$ cat config.mk
export PLATFORM = sky130hd
export DESIGN_NAME = mrfm_proc_mc
export DESIGN_NICKNAME = d
export VERILOG_FILES = /design/src/rtl/mrfm_proc_pkg.sv /design/src/rtl/mrfm_chan_acc.sv /design/src/rtl/strobe_gen.sv /design/src/rtl/mrfm_proc_mc.sv
export SDC_FILE = /design/constraint.sdc
export NUM_CORES = 1
export LEC_CHECK = 0
export ABC_CLOCK_PERIOD_IN_PS = 4250
export CORE_ASPECT_RATIO = 2
export CORE_MARGIN = 3
export CORE_UTILIZATION = 50
export CTS_CLUSTER_DIAMETER = 200
export CTS_CLUSTER_SIZE = 12
export DETAILED_ROUTE_END_ITERATION = 12
export GPL_TIMING_DRIVEN = 0
export PLACE_DENSITY = 0.74
export SLEW_MARGIN = 20
export SYNTH_ARGS = -nofsm -noshare
export SYNTH_HDL_FRONTEND = slang
export SYNTH_HIERARCHICAL = 1
export SYNTH_SLANG_ARGS = --single-unit
$ cat constraint.sdc
create_clock -name clock -period 4.25 [get_ports clock]
set_input_delay 0.6375 -clock clock [delete_from_list [all_inputs] [get_ports clock]]
set_output_delay 0.6375 -clock clock [all_outputs]
set_load 0.02 [all_outputs]
$ cat src/rtl/mrfm_proc_pkg.sv
// Shared definitions for the multi-channel MRFM processor: CTRL layout,
// default address, width derivations and sequencer states.
package mrfm_proc_pkg;

  localparam logic [6:0] BASE_ADDR_DEF = 7'd64;

  localparam int CTRL_RATE0_LSB   = 0;
  localparam int CTRL_RATE1_LSB   = 8;
  localparam int RATE_W           = 8;
  localparam int CTRL_SHIFT_LSB   = 16;
  localparam int SHIFT_W          = 4;
  localparam int CTRL_MASK_LSB    = 20;
  localparam int MASK_W           = 8;
  localparam int CTRL_OVR_CLR_BIT = 31;

  typedef enum logic [0:0] {
    IDLE = 1'b0,
    SEND = 1'b1
  } seq_state_e;

  function automatic int acc_w(input int width);
    return width + 9;
  endfunction

  function automatic int chan_w(input int nch);
    return (nch > 1) ? $clog2(nch) : 1;
  endfunction

endpackage

$ cat src/rtl/mrfm_chan_acc.sv
// One channel of accumulate-and-dump with arithmetic shift and saturation.
// MRFM_PROC_MC_OFFSET_EN adds a per-channel offset subtracted from each sample.
module mrfm_chan_acc
  import mrfm_proc_pkg::*;
#(
  parameter int WIDTH = 16
) (
  input  logic             clock,
  input  logic             rst_n,
  input  logic             i_clr,
  input  logic             i_stb0,
  input  logic             i_stb1,
  input  logic [WIDTH-1:0] i_sample,
`ifdef MRFM_PROC_MC_OFFSET_EN
  input  logic [WIDTH-1:0] i_offset,
`endif
  input  logic [3:0]       i_shift,
  output logic [WIDTH-1:0] o_res
);

  localparam int ACC_W = acc_w(WIDTH);

  logic signed [ACC_W-1:0] r_acc;
  logic signed [ACC_W-1:0] w_samp;
  logic signed [ACC_W-1:0] w_sum;
  logic signed [ACC_W-1:0] w_shr;

`ifdef MRFM_PROC_MC_OFFSET_EN
  logic [WIDTH:0] w_diff;
  assign w_diff = {i_sample[WIDTH-1], i_sample} - {i_offset[WIDTH-1], i_offset};
  assign w_samp = {{(ACC_W-WIDTH-1){w_diff[WIDTH]}}, w_diff};
`else
  assign w_samp = {{(ACC_W-WIDTH){i_sample[WIDTH-1]}}, i_sample};
`endif

  // the dumped value includes the sample arriving with the dump strobe
  assign w_sum = r_acc + w_samp;
  assign w_shr = w_sum >>> i_shift;

  // clamp when the bits above the result sign disagree with it
  always_comb begin
    o_res = w_shr[WIDTH-1:0];
    if ((&w_shr[ACC_W-1:WIDTH-1]) || !(|w_shr[ACC_W-1:WIDTH-1])) begin
      o_res = w_shr[WIDTH-1:0];
    end else if (w_shr[ACC_W-1]) begin
      o_res = {1'b1, {(WIDTH-1){1'b0}}};
    end else begin
      o_res = {1'b0, {(WIDTH-1){1'b1}}};
    end
  end

  // accumulator
  always_ff @(posedge clock or negedge rst_n) begin
    if (!rst_n) begin
      r_acc <= {ACC_W{1'b0}};
    end else if (i_clr || i_stb1) begin
      r_acc <= {ACC_W{1'b0}};
    end else if (i_stb0) begin
      r_acc <= w_sum;
    end else begin
      r_acc <= r_acc;
    end
  end

endmodule

$ cat src/rtl/strobe_gen.sv
// Divides an input strobe by rate+1; the counter restarts from zero on a
// synchronous clear or while disabled, so the first output needs rate+1 inputs.
module strobe_gen (
  input  logic       clock,
  input  logic       rst_n,
  input  logic       i_srst,
  input  logic       i_enable,
  input  logic [7:0] i_rate,
  input  logic       i_strobe_in,
  output logic       o_strobe
);

  logic [7:0] r_cnt;
  logic       w_hit;

  assign w_hit    = (r_cnt >= i_rate);
  assign o_strobe = i_enable && !i_srst && i_strobe_in && w_hit;

  // input strobe counter
  always_ff @(posedge clock or negedge rst_n) begin
    if (!rst_n) begin
      r_cnt <= 8'd0;
    end else if (i_srst || !i_enable) begin
      r_cnt <= 8'd0;
    end else if (i_strobe_in) begin
      r_cnt <= w_hit ? 8'd0 : r_cnt + 8'd1;
    end else begin
      r_cnt <= r_cnt;
    end
  end

endmodule

$ cat src/rtl/mrfm_proc_mc.sv
// Multi-channel MRFM front end: strobe cascade, per-channel decimation and a
// frame serialiser onto a valid/ready stream. Offsets need MRFM_PROC_MC_OFFSET_EN.
module mrfm_proc_mc
  import mrfm_proc_pkg::*;
#(
  parameter int         NCH       = 4,
  parameter int         WIDTH     = 16,
  parameter logic [6:0] BASE_ADDR = BASE_ADDR_DEF
) (
  input  logic                    clock,
  input  logic                    reset,
  input  logic                    enable,
  input  logic [6:0]              serial_addr,
  input  logic [31:0]             serial_data,
  input  logic                    serial_strobe,
  input  logic [NCH*WIDTH-1:0]    signal_in,
  output logic [WIDTH-1:0]        out_data,
  output logic [chan_w(NCH)-1:0]  out_chan,
  output logic                    out_valid,
  input  logic                    out_ready,
  output logic                    out_last,
  output logic                    frame_strobe,
  output logic                    overrun
);

  localparam int CHW = chan_w(NCH);

  logic [RATE_W-1:0]  r_rate0;
  logic [RATE_W-1:0]  r_rate1;
  logic [SHIFT_W-1:0] r_shift;
  logic [NCH-1:0]     r_mask;
  logic [NCH-1:0]     r_pend;
  logic [WIDTH-1:0]   r_buf [NCH];
  seq_state_e         r_state;

  logic               w_ctrl_wr;
  logic               w_stb0;
  logic               w_stb1;
  logic               w_dump;
  logic [WIDTH-1:0]   w_res [NCH];
  logic [CHW-1:0]     w_first;
  logic [CHW-1:0]     w_next;
  logic [NCH-1:0]     w_first_rest;
  logic [NCH-1:0]     w_next_rest;
  logic               w_unused_bits;

  function automatic logic [CHW-1:0] lowest_idx(input logic [NCH-1:0] m);
    lowest_idx = {CHW{1'b0}};
    for (int k = NCH - 1; k >= 0; k--) begin
      if (m[k]) lowest_idx = CHW'(k);
    end
  endfunction

  assign w_ctrl_wr     = serial_strobe && (serial_addr == BASE_ADDR);
  assign w_dump        = w_stb1 && (r_mask != {NCH{1'b0}});
  assign w_first       = lowest_idx(r_mask);
  assign w_next        = lowest_idx(r_pend);
  assign w_first_rest  = r_mask & (r_mask - NCH'(1));
  assign w_next_rest   = r_pend & (r_pend - NCH'(1));
  assign w_unused_bits = ^serial_data;

  // CTRL register
  always_ff @(posedge clock or negedge reset) begin
    if (!reset) begin
      r_rate0 <= {RATE_W{1'b0}};
      r_rate1 <= {RATE_W{1'b0}};
      r_shift <= {SHIFT_W{1'b0}};
      r_mask  <= {NCH{1'b0}};
    end else if (w_ctrl_wr) begin
      r_rate0 <= serial_data[CTRL_RATE0_LSB +: RATE_W];
      r_rate1 <= serial_data[CTRL_RATE1_LSB +: RATE_W];
      r_shift <= serial_data[CTRL_SHIFT_LSB +: SHIFT_W];
      r_mask  <= serial_data[CTRL_MASK_LSB +: NCH];
    end else begin
      r_rate0 <= r_rate0;
      r_rate1 <= r_rate1;
      r_shift <= r_shift;
      r_mask  <= r_mask;
    end
  end

  strobe_gen u_stb0 (
    .clock      (clock),
    .rst_n      (reset),
    .i_srst     (w_ctrl_wr),
    .i_enable   (enable),
    .i_rate     (r_rate0),
    .i_strobe_in(1'b1),
    .o_strobe   (w_stb0)
  );

  strobe_gen u_stb1 (
    .clock      (clock),
    .rst_n      (reset),
    .i_srst     (w_ctrl_wr),
    .i_enable   (enable),
    .i_rate     (r_rate1),
    .i_strobe_in(w_stb0),
    .o_strobe   (w_stb1)
  );

`ifdef MRFM_PROC_MC_OFFSET_EN
  logic [WIDTH-1:0] r_offset [NCH];

  // per-channel offsets at the addresses following CTRL
  always_ff @(posedge clock or negedge reset) begin
    if (!reset) begin
      for (int k = 0; k < NCH; k++) r_offset[k] <= {WIDTH{1'b0}};
    end else begin
      for (int k = 0; k < NCH; k++) begin
        if (serial_strobe && (serial_addr == BASE_ADDR + 7'(k + 1))) begin
          r_offset[k] <= serial_data[WIDTH-1:0];
        end else begin
          r_offset[k] <= r_offset[k];
        end
      end
    end
  end
`endif

  for (genvar k = 0; k < NCH; k++) begin : g_ch
    mrfm_chan_acc #(.WIDTH(WIDTH)) u_acc (
      .clock   (clock),
      .rst_n   (reset),
      .i_clr   (w_ctrl_wr || !enable || !r_mask[k]),
      .i_stb0  (w_stb0),
      .i_stb1  (w_stb1),
      .i_sample(signal_in[k*WIDTH +: WIDTH]),
`ifdef MRFM_PROC_MC_OFFSET_EN
      .i_offset(r_offset[k]),
`endif
      .i_shift (r_shift),
      .o_res   (w_res[k])
    );
  end

  // frame sequencer; r_pend holds channels still to be presented after the current beat
  always_ff @(posedge clock or negedge reset) begin
    if (!reset) begin
      r_state      <= IDLE;
      r_pend       <= {NCH{1'b0}};
      out_data     <= {WIDTH{1'b0}};
      out_chan     <= {CHW{1'b0}};
      out_valid    <= 1'b0;
      out_last     <= 1'b0;
      frame_strobe <= 1'b0;
      for (int k = 0; k < NCH; k++) r_buf[k] <= {WIDTH{1'b0}};
    end else begin
      frame_strobe <= 1'b0;
      case (r_state)
        IDLE: begin
          if (w_dump) begin
            for (int k = 0; k < NCH; k++) r_buf[k] <= w_res[k];
            out_data     <= w_res[w_first];
            out_chan     <= w_first;
            out_last     <= (w_first_rest == {NCH{1'b0}});
            r_pend       <= w_first_rest;
            out_valid    <= 1'b1;
            frame_strobe <= 1'b1;
            r_state      <= SEND;
          end else begin
            r_state <= IDLE;
          end
        end
        SEND: begin
          if (out_valid && out_ready) begin
            if (out_last) begin
              out_valid <= 1'b0;
              out_last  <= 1'b0;
              r_state   <= IDLE;
            end else begin
              out_data <= r_buf[w_next];
              out_chan <= w_next;
              out_last <= (w_next_rest == {NCH{1'b0}});
              r_pend   <= w_next_rest;
            end
          end else begin
            r_state <= SEND;
          end
        end
        default: begin
          r_state   <= IDLE;
          out_valid <= 1'b0;
          out_last  <= 1'b0;
        end
      endcase
    end
  end

  // sticky overrun; a new drop wins over a simultaneous clear
  always_ff @(posedge clock or negedge reset) begin
    if (!reset) begin
      overrun <= 1'b0;
    end else if (w_dump && (r_state == SEND)) begin
      overrun <= 1'b1;
    end else if (w_ctrl_wr && serial_data[CTRL_OVR_CLR_BIT]) begin
      overrun <= 1'b0;
    end else begin
      overrun <= overrun;
    end
  end

endmodule

* After elaboration in Yosys (flattened, before gate mapping)
Cells that the tools add are included.
** Storage, ports and cells
- Input bits :: 108
- Flip-flop bits (word level) :: 231
- Logic and storage cells :: 163
** Cells by class
- Equality and inequality tests :: 5
- Bitwise logic cells :: 5
- Shift-type cells :: 4
- Reduce and logical (&&, ||, !) cells :: 53
- Mux-type cells :: 62
- Magnitude comparators :: 4
- Add/subtract/negate cells :: 8
** Operators with widths (count)
- $mux 16 :: 15
- $mux 25 :: 8
- $add 25x16->25 :: 4
- $sshr 25x4->25 :: 4
- $bmux 16 s2 :: 2
- $mux 8 :: 5
- $reduce_and 10->1 :: 4
- $reduce_or 10->1 :: 4
- $pmux 16 s2 :: 1
- $mux 2 :: 11
- $add 8x1->8 const B :: 2
- $ge 8x8->1 :: 2
- $logic_or 1x1->1 :: 13
- $mux 1 :: 12
- $mux 4 :: 3
- $reduce_bool 2->1 :: 6
- $logic_not 1->1 :: 10
- $logic_and 1x1->1 :: 9
- $and 4x4->4 :: 2
- $logic_not 4->1 :: 2
- $pmux 4 s2 :: 1
- $sub 4x1->4 const B :: 2
- $eq 7x7->1 const B :: 1
- $ge 3x3->1 const B :: 2
- other kinds (9) :: 16

* Longest topological paths before layout
Gate-level depths: netlist of the first run.
- Depth in word-level cells :: 11
- Mapped depth :: 21
- Depth with buffers taken out :: 20

* By module
Netlist of the first run, hierarchy kept.
** By module, submodules not included
- mrfm_chan_acc at g_ch[2].u_acc ... :: instances 2, cells an instance 507, area each 4013.8 sq um, seq. area each 625.6 sq um
- mrfm_chan_acc at g_ch[0].u_acc ... :: instances 2, cells an instance 480, area each 3811.2 sq um, seq. area each 625.6 sq um
- mrfm_proc_mc :: instances 1, cells an instance 530, area each 5790.6 sq um, seq. area each 2852.7 sq um
- strobe_gen :: instances 2, cells an instance 72, area each 648.1 sq um, seq. area each 200.2 sq um

* Worst setup path after synthesis of the first run
OpenSTA, ideal clock, no wires.
- Path kind :: input to register
- Start point :: input port signal_in[10]
- End point :: register out_data[3]
- Library setup time :: 0.088 ns
- Arrival :: 4.535 ns
- Buffers on the path :: 2
- Stages on the path :: 18
- Slack :: -0.373 ns
- Path through :: ha_1 -> buf_2 -> nand4_1 -> a21oi_1 -> nand2_1 -> a211oi_1 -> mux2i_1 -> nor2_1 -> a222oi_1 -> nand2_1 -> a2111oi_2 -> nand4_1 -> nand3_2 -> buf_12 -> mux2i_1 -> o21ai_0 -> a211o_1 -> a41oi_1
** RTL lines
- start: declaration :: line mrfm_proc_mc.sv:16 : input logic [NCH*WIDTH-1:0] signal_in,
- end signal: assignment :: line mrfm_proc_mc.sv:142 : out_data <= {WIDTH{1'b0}};
- end signal: assignment :: line mrfm_proc_mc.sv:154 : out_data <= w_res[w_first];
- end signal: assignment :: line mrfm_proc_mc.sv:172 : out_data <= r_buf[w_next];
- end: declaration :: line mrfm_proc_mc.sv:17 : output logic [WIDTH-1:0] out_data,

==> insert_results.sql, run 1 <==
INSERT INTO impl_metrics (metric_group, metric, value, unit) VALUES
('sta', 'report.final.setup_viol', '56', ''),
('grt', 'global_route.usage.met2', '65.37', '%'),
('final_layout', 'num_antenna_cells', '0', ''),
('floorplan', 'die_w', '156.8', 'um'),
('grt', 'maximum_number_of_pins_on_one_net_before_global_route_repair', '86', ''),
('logic_synthesis', 'post_synth_and_or_nand_nor_area_fraction', '16.23', '%'),
('placed_design', 'gpl.final_weighted_congestion', '1.009', ''),
('sta', 'clock_skew', '0.04679', 'ns'),
('run_status', 'violations_in_the_final_reports', 'setup timing', ''),
('placed_design', 'dpl.cell_count', '3328', ''),
('clock_network', 'cts_hold_buffers', '0', ''),
('critical_path', 'crit_path_max_fanout', '7', ''),
('logic_synthesis', 'yosys.area_share.xor_xnor', '3.186', '%'),
('logic_synthesis', 'synth_top_family_by_area', 'compound AO/OA/AOI/OAI gates', ''),
('sta', 'timing_worst_slew_pin_value', '1.078', 'ns'),
('route', 'remaining_drc_errors', '0', ''),
('power', 'static-leakage-power', '12.87', 'nW'),
('critical_path', 'reg2reg_to', 'out_data[8]$_DFFE_PN0P_', ''),
('logic_synthesis', 'adder_and_majority_gate_portion_of_the_synthesized_area', '6.626', '%'),
('floorplan', 'initial_utilization', '50.98', '%'),
('logic_synthesis', 'post-synth-top-area-fraction', '25.31', '%'),
('placed_design', 'dp.final_hpwl', '65100', 'um'),
('critical_path', 'critPathMostFrequentCell', 'buf_4', ''),
('route', 'detailroute.via_count', '24117', ''),
('critical_path', 'worstSetupPathType', 'flip-flop to flip-flop', ''),
('sta', 'hold_violations', '0', ''),
('logic_synthesis', 'compound_cell_area_share_of_the_yosys_netlist', '27.50', '%'),
('run_status', 'outcome', 'finished, violations left', ''),
('critical_path', 'worst-r2r-setup-slack', '-0.59', 'ns'),
('critical_path', 'critical_path_required', '4.69', 'ns'),
('final_layout', 'layoutNonFillerInstCount', '3566', ''),
('power', 'power.density_cell_area', '220.4', 'mW/mm^2'),
('clock_network', 'cts.htree.levels', '1', ''),
('final_layout', 'finalCoreUtilization', '67.80', '%'),
('sta', 'finalMaxSlewViolations', '0', ''),
('run', 'max_cap_violations', '0', ''),
('grt', 'antenna_found_initial', '0', ''),
('logic_synthesis', 'synth-warning-count', '6', ''),
('critical_path', 'slowest_stage', 'a222oi_1', ''),
('critical_path', 'timing.rr.start', 'g_ch[2].u_acc/r_acc[8]$_DFFE_PN0P_', ''),
('logic_synthesis', 'yosysSeqAreaShare', '25.31', '%'),
('grt', 'grt.busiest_layer', 'met2', ''),
('placed_design', 'buffer_ports.inserted', '122', ''),
('critical_path', 'reg2reg_depth', '18', ''),
('floorplan', 'num_rows', '109', ''),
('clock_network', 'cts_inserted_buffers', '23', ''),
('logic_synthesis', 'dominantRegCellSynth', 'dfrtp_1', ''),
('clock_network', 'ctsRootBufferMaster', 'clkbuf_16', ''),
('critical_path', 'arrival', '5.28', 'ns'),
('route', 'route.detailed.vias_per_inst', '6.763', ''),
('grt', 'first_global_vias', '24649', ''),
('critical_path', 'startpoint_type', 'flip-flop', ''),
('placed_design', 'post_dp_cell_area', '0.02503', 'sq mm'),
('logic_synthesis', 'mappedNetlistArea', '0.02274', 'sq mm'),
('grt', 'track_usage', '35.52', '%'),
('placed_design', 'detailedPlace.worstSlack', '-2.248', 'ns'),
('logic_synthesis', 'asyncSetResetFlopFracSynth', '100.0', '%'),
('logic_synthesis', 'synthDistinctLibCells', '103', ''),
('clock_network', 'worst_skew_pair.late_latency', '0.59', 'ns'),
('final_layout', 'finish.net_count', '3237', ''),
('sta', 'slew_headroom', '28.16', '%'),
('grt', 'grt_pass1_wl', '134900', 'um'),
('critical_path', 'critical_path.endpoint_type', 'flip-flop', ''),
('logic_synthesis', 'yosys_register_bits', '230', ''),
('sta', 'rsz0062_at_grt', 'true', ''),
('logic_synthesis', 'synth_top_area_cell', 'dfrtp_1', ''),
('route', 'wl', '90030', 'um'),
('critical_path', 'timing.critical_path.slowest_cell_delay', '0.56', 'ns'),
('sta', 'timing.final.ws_setup', '-0.5877', 'ns'),
('logic_synthesis', 'synth_enable_flop_cells', '0', ''),
('floorplan', 'core_region_area', '0.04460', 'sq mm');
[critical path: cells and delay by family (launching register included)]
family,cells,cell delay [ns]
DFF,1,0.38
adders and majority gates,1,0.30
AOI/OAI and AO/OA,7,2.12
muxes,2,0.63
buffers and inverters,5,0.78
and+or+nand+nor,3,0.47
[per-layer routing]
metal / share of wire [%] / wire, um / vias up
met5: 0 / 0 / -
met2: 52 / 46780 / 1169
met4: 10 / 9095 / 0
li1: - / - / 10724
met1: 32 / 28890 / 11708
met3: 5.8 / 5263 / 516
[per-stage QoR]
step	total power, mW	TNS, ns	hold slack [ns]
floorplan	3.538	-0.7611	0.3419
global placement	4.129	-2156.49	0.4662
detailed placement	4.163	-226.86	0.4734
CTS	6.414	-5.237	0.05956
global route	6.907	-21.49	0.06930
finish	6.664	-12.69	0.01216
[synth_stat cells (all sizes together) (15+ instances only)]
master and n:
mux2i 123, xnor2 40, a22o 76, a31oi 24, and2 43, nand4 31
mux2 131, inv 89, nor2b 34, buf 81, o21ai 195, a211o 28
nand2b 30, a211oi 54, xor2 41, o21a 15, nor2 165, o211ai 44
nor3 54, and3 24, nand3 72, o2111ai 17, nand2 249, a21oi 208
clkbuf 103, a21o 42, or3 22, mux4 36, o311ai 16, dfrtp 230
ha 114
[cells in the final DEF (no fill, tap or decap), types with 22 or more instances in the layout]
cell type and n:
dlygate4sd2_1 26, buf_4 187, ha_1 80, clkdlybuf4s50_1 87, a21oi_2 40, o21ai_0 130
xor2_1 36, dfrtp_1 229, buf_6 56, nor2b_1 28, buf_2 35, nand2_1 235
mux2_2 59, a21oi_1 135, o21ai_1 40, a21o_1 40, inv_1 81, clkbuf_16 23
o211ai_1 44, nand2b_1 26, nor2_1 153, clkbuf_1 87, nor3_1 40, xnor2_1 38
nand3_1 54, a21oi_4 33, a211o_1 24, a211oi_1 41, mux4_2 36, and2_1 31
nand4_1 31, a22o_1 76, ha_4 28, mux2i_1 94, mux2_4 69, and3_1 22
o21ai_2 22
[area by class of cell]
class | count | area, sq um
multi-input combinational | 2142 | 18720
inverter | 94 | 355.3
clock inverter | 2 | 20.02
clock buffer | 23 | 575.6
tap | 555 | 694.4
fill | 3463 | 14360
buffer | 179 | 1001
timing repair buffer | 341 | 3115
sequential | 230 | 5757
[where the power goes]
part / internal (mW) / switching [mW] / leakage [nW]
logic: 1.01 / 1.45 / 9.40
clock network: 0.963 / 0.968 / 0.294
registers: 2.22 / 0.0468 / 3.18
total: 4.20 / 2.47 / 12.9
[worst max path at each step]
| stage | end | slack (ns) | startpoint |
|---|---|---|---|
| floorplan | out_data[3]$_DFFE_PN0P_ | -0.17 | signal_in[16] |
| global placement | out_data[3]$_DFFE_PN0P_ | -7.84 | reset |
| detailed placement | out_data[12]$_DFFE_PN0P_ | -2.25 | signal_in[47] |
| CTS | out_data[8]$_DFFE_PN0P_ | -0.41 | g_ch[3].u_acc/r_acc[11]$_DFFE_PN0P_ |
| global route | out_data[0]$_DFFE_PN0P_ | -0.66 | g_ch[0].u_acc/r_acc[0]$_DFFE_PN0P_ |
| finish | out_data[8]$_DFFE_PN0P_ | -0.59 | g_ch[2].u_acc/r_acc[8]$_DFFE_PN0P_ |
[cell families after synthesis]
family	count (synthesis)
other cells	1
simple gates	761
fa+ha+maj	118
mux	290
xor+xnor	81
compound gates	889
buf+inv	278
flops	230
[sequential cells by signal, indices dropped and copies added (netlist names), 2 cells and up]
register / flops
g_ch.u_acc/r_acc: 100
r_buf: 64
out_data: 16
r_rate0: 8
r_rate1: 8
u_stb0/r_cnt: 8
u_stb1/r_cnt: 8
r_mask: 4
r_shift: 4
r_pend: 3
out_chan: 2
[repair_timing]
action / 4_1_cts / 5_1_grt
setup endpoints to repair: 186 / 149
gates resized for setup: 438 / 253
gates cloned: 4 / 1
pin swaps: 167 / 106
buffers inserted: 144 / 77
Note: power is estimated with default switching activity, not from simulation.
==> run 2, diff against run 1 <==
- CELL_PAD_IN_SITES_DETAIL_PLACEMENT: unset -> 1
- CELL_PAD_IN_SITES_GLOBAL_PLACEMENT: unset -> 2
- CORE_UTILIZATION: 50 -> 35
- PLACE_DENSITY: 0.74 -> 0.82
- SLEW_MARGIN: 20 -> unset
==> insert_results.sql, run 2 (synthesis results as in run 1) <==
INSERT INTO impl_metrics (metric_group, metric, value, unit) VALUES
('power', 'p_comb_share', '38.2', '%'),
('critical_path', 'startpoint_type', 'primary input', ''),
('clock_network', 'worst_skew_pair.late_latency', '0.57', 'ns'),
('power', 'peakVddDrop', '268.0', 'uV'),
('critical_path', 'worst-r2r-setup-slack', '-0.61', 'ns'),
('run_status', 'violations_in_the_final_reports', 'hold timing, setup timing', ''),
('critical_path', 'crit_path_max_fanout', '5', ''),
('grt', 'grt.busiest_layer', 'met2', ''),
('sta', 'achievable-frequency', '204.9', 'MHz'),
('critical_path', 'reg2reg_depth', '21', ''),
('sta', 'timing_worst_slew_pin_value', '1.302', 'ns'),
('final_layout', 'area.growth.synth_to_final', '37.23', '%'),
('critical_path', 'critPathTopFamily', 'compound AO/OA/AOI/OAI gates', ''),
('final_layout', 'final_cell_mix', 'nand2_1, dfrtp_1, buf_4, nor2_1, o21ai_0', ''),
('route', 'route.detailed.vias_per_inst', '6.118', ''),
('final_layout', 'regMostFlops', 'g_ch.u_acc/r_acc', ''),
('placed_design', 'post_dp_cell_area', '0.02542', 'sq mm'),
('sta', 'timing.final.ws_setup', '-0.6315', 'ns'),
('route', 'detail-route-antenna-nets', '0', ''),
('critical_path', 'cp_cell_instances', 'dlygate4sd2_1, ha_4, inv_2, fa_2, nand2b_4, a21o_4, a211oi_4, o21ai_2, a221oi_4, buf_6, nand2_4, a311oi_2, o2111ai_2, o41ai_4, a41o_1, buf_6, buf_12, mux2i_4, buf_12, nand3_4, a211o_1, a41oi_2', ''),
('grt', 'maximum_number_of_pins_on_one_net_before_global_route_repair', '88', ''),
('final_layout', 'post_route_cells_drive_above_1_share', '32.98', '%'),
('clock_network', 'cts_hold_buffers', '0', ''),
('floorplan', 'core_region_area', '0.06409', 'sq mm'),
('grt', 'grt_util_met1', '26.60', '%'),
('power', 'power_frac_seq', '33.4', '%'),
('floorplan', 'dieHeight', '366.5', 'um'),
('clock_network', 'cts_sinks', '230', ''),
('floorplan', 'initial_utilization', '35.48', '%'),
('route', 'drt_first_iter_violations', '1198', ''),
('sta', 'min_period_over_period', '114.9', '%'),
('placed_design', 'detailedPlace.worstSlack', '-2.932', 'ns'),
('grt', 'grt_pass1_wl', '151700', 'um'),
('critical_path', 'worstSetupPathType', 'primary input to flip-flop', ''),
('final_layout', 'largest_register_ff_count', '100', ''),
('clock_network', 'clkSlewWorstSetupHoldPaths', '0.07', 'ns'),
('final_layout', 'finish.net_count', '3259', ''),
('critical_path', 'timing.critical_path.slowest_cell_delay', '0.40', 'ns'),
('grt', 'track_usage', '28.35', '%'),
('final_layout', 'mostFrequentLayoutCell', 'nand2_1', ''),
('power', 'p_clk_share', '28.4', '%'),
('run', 'max_cap_violations', '0', ''),
('final_layout', 'layoutNonFillerInstCount', '3896', ''),
('sta', 'clock_skew', '0.02776', 'ns'),
('placed_design', 'dpl.cell_count', '3638', ''),
('clock_network', 'cts_inserted_buffers', '23', ''),
('hold_path', 'hp-class', 'primary input to async pin', ''),
('critical_path', 'worstPathBufferInverterCount', '6', ''),
('grt', 'antenna_found_initial', '0', ''),
('power', 'internal-power', '4.229', 'mW'),
('grt', 'grt.overflow.total', '0', ''),
('critical_path', 'critical_path.endpoint_type', 'flip-flop', ''),
('run_status', 'outcome', 'finished, violations left', ''),
('clock_network', 'cts_tree', 'done', ''),
('placed_design', 'gpl.final_weighted_congestion', '1.037', ''),
('grt', 'first_global_vias', '26578', ''),
('grt', 'global_route.usage.met2', '54.24', '%'),
('route', 'wl', '100900', 'um'),
('power', 'switchingPower', '2.553', 'mW'),
('route', 'remaining_drc_errors', '0', ''),
('sta', 'hold-worst-slack', '-0.002939', 'ns'),
('critical_path', 'critical_path_required', '4.73', 'ns'),
('placed_design', 'dp.final_hpwl', '74390', 'um'),
('final_layout', 'fin_area', '0.03120', 'sq mm'),
('sta', 'fin_tns_setup', '-17.12', 'ns'),
('placed_design', 'buffer_ports.inserted', '122', ''),
('sta', 'hold_violations', '1', ''),
('sta', 'slew_headroom', '12.12', '%'),
('floorplan', 'io-pin-count', '130', ''),
('sta', 'final.min_clock_period', '4.881', 'ns'),
('floorplan', 'design.die.area', '0.06824', 'sq mm'),
('power', 'power.switching_fraction', '37.65', '%'),
('critical_path', 'reg2reg_to', 'out_data[12]$_DFFE_PN0P_', ''),
('sta', 'report.final.setup_viol', '69', ''),
('sta', 'finalMaxSlewViolations', '0', ''),
('route', 'routedWlPerCell', '25.89', 'um'),
('final_layout', 'num_antenna_cells', '0', ''),
('route', 'detailroute.via_count', '23835', ''),
('clock_network', 'ctsRootBufferMaster', 'clkbuf_16', ''),
('sta', 'rsz0062_at_grt', 'true', ''),
('floorplan', 'num_rows', '131', ''),
('critical_path', 'slowest_stage', 'o41ai_4', ''),
('route', 'first_pass_iters', '5', ''),
('grt', 'grtUsageMet3', '3.403', '%'),
('clock_network', 'buffer_depth_of_the_longest_clock_path', '3', ''),
('critical_path', 'arrival', '5.36', 'ns'),
('power', 'power.density_cell_area', '217.4', 'mW/mm^2'),
('power', 'static-leakage-power', '13.03', 'nW'),
('clock_network', 'cts.htree.levels', '1', ''),
('final_layout', 'largest_registers', 'g_ch.u_acc/r_acc (100), r_buf (64), out_data (16)', ''),
('floorplan', 'die_w', '186.2', 'um'),
('critical_path', 'timing.rr.start', 'g_ch[2].u_acc/r_acc[0]$_DFFE_PN0P_', '');
## run 2: worst max path at each step
stage	start	endpoint	slack, ns	depth (start not counted)
floorplan	signal_in[16]	out_data[3]$_DFFE_PN0P_	-0.17	19
global route	g_ch[2].u_acc/r_acc[0]$_DFFE_PN0P_	out_data[12]$_DFFE_PN0P_	-0.70	21
CTS	g_ch[3].u_acc/r_acc[9]$_DFFE_PN0P_	out_data[12]$_DFFE_PN0P_	-0.43	18
finish	signal_in[32]	out_data[12]$_DFFE_PN0P_	-0.63	22
detailed placement	signal_in[47]	out_data[8]$_DFFE_PN0P_	-2.93	19
global placement	reset	r_rate0[1]$_DFFE_PN0P_	-8.23	1
## run 2: metal layers
| layer | up-vias | wire (um) |
|---|---|---|
| li1 | 10732 | - |
| met1 | 11934 | 33130 |
| met2 | 724 | 55320 |
| met3 | 445 | 3432 |
| met4 | 0 | 8986 |
| met5 | - | 0 |
## run 2: metrics by stage
| stage | power, mW | hold WS [ns] | util (%) |
|---|---|---|---|
| CTS | 6.617 | 0.02727 | 46.46 |
| detailed placement | 4.248 | 0.4740 | 39.67 |
| finish | 6.782 | -0.002939 | 48.69 |
| global route | 7.063 | 0.04062 | 48.69 |
| floorplan | 3.538 | 0.3419 | - |
| global placement | 4.193 | 0.4637 | 39.56 |
## run 2: layout make-up
type / count / area [sq um]
timing repair buffer: 370 / 3415
buffer: 173 / 975.9
multi-input combinational: 2141 / 19030
fill: 7209 / 32890
clock inverter: 1 / 11.26
tap: 864 / 1081
sequential: 230 / 5757
inverter: 94 / 357.8
clock buffer: 23 / 575.6
## run 2: power groups by stage
stage,sequential (mW),combinational [mW],clock (mW)
floorplan,2.29,1.25,0
global placement,2.31,1.89,0
detailed placement,2.30,1.94,0
CTS,2.26,2.37,1.99
global route,2.27,2.75,2.05
finish,2.27,2.59,1.93
## run 2: worst register-to-register path, delay by kind of cell, from the launching register on
kind            cells  cell delay (ns)
flops               1             0.39
fa+ha+maj           2             0.49
buf+inv             5             0.59
simple gates        3             0.29
compound gates     10             2.75
mux                 1             0.24
## run 2: timing repair
item	CTS	global route
gates resized for setup	555	240
setup buffers	169	86
hold endpoints to repair	0	0
gates cloned	5	1
pin swaps	163	131
endpoints found under the setup margin	172	130
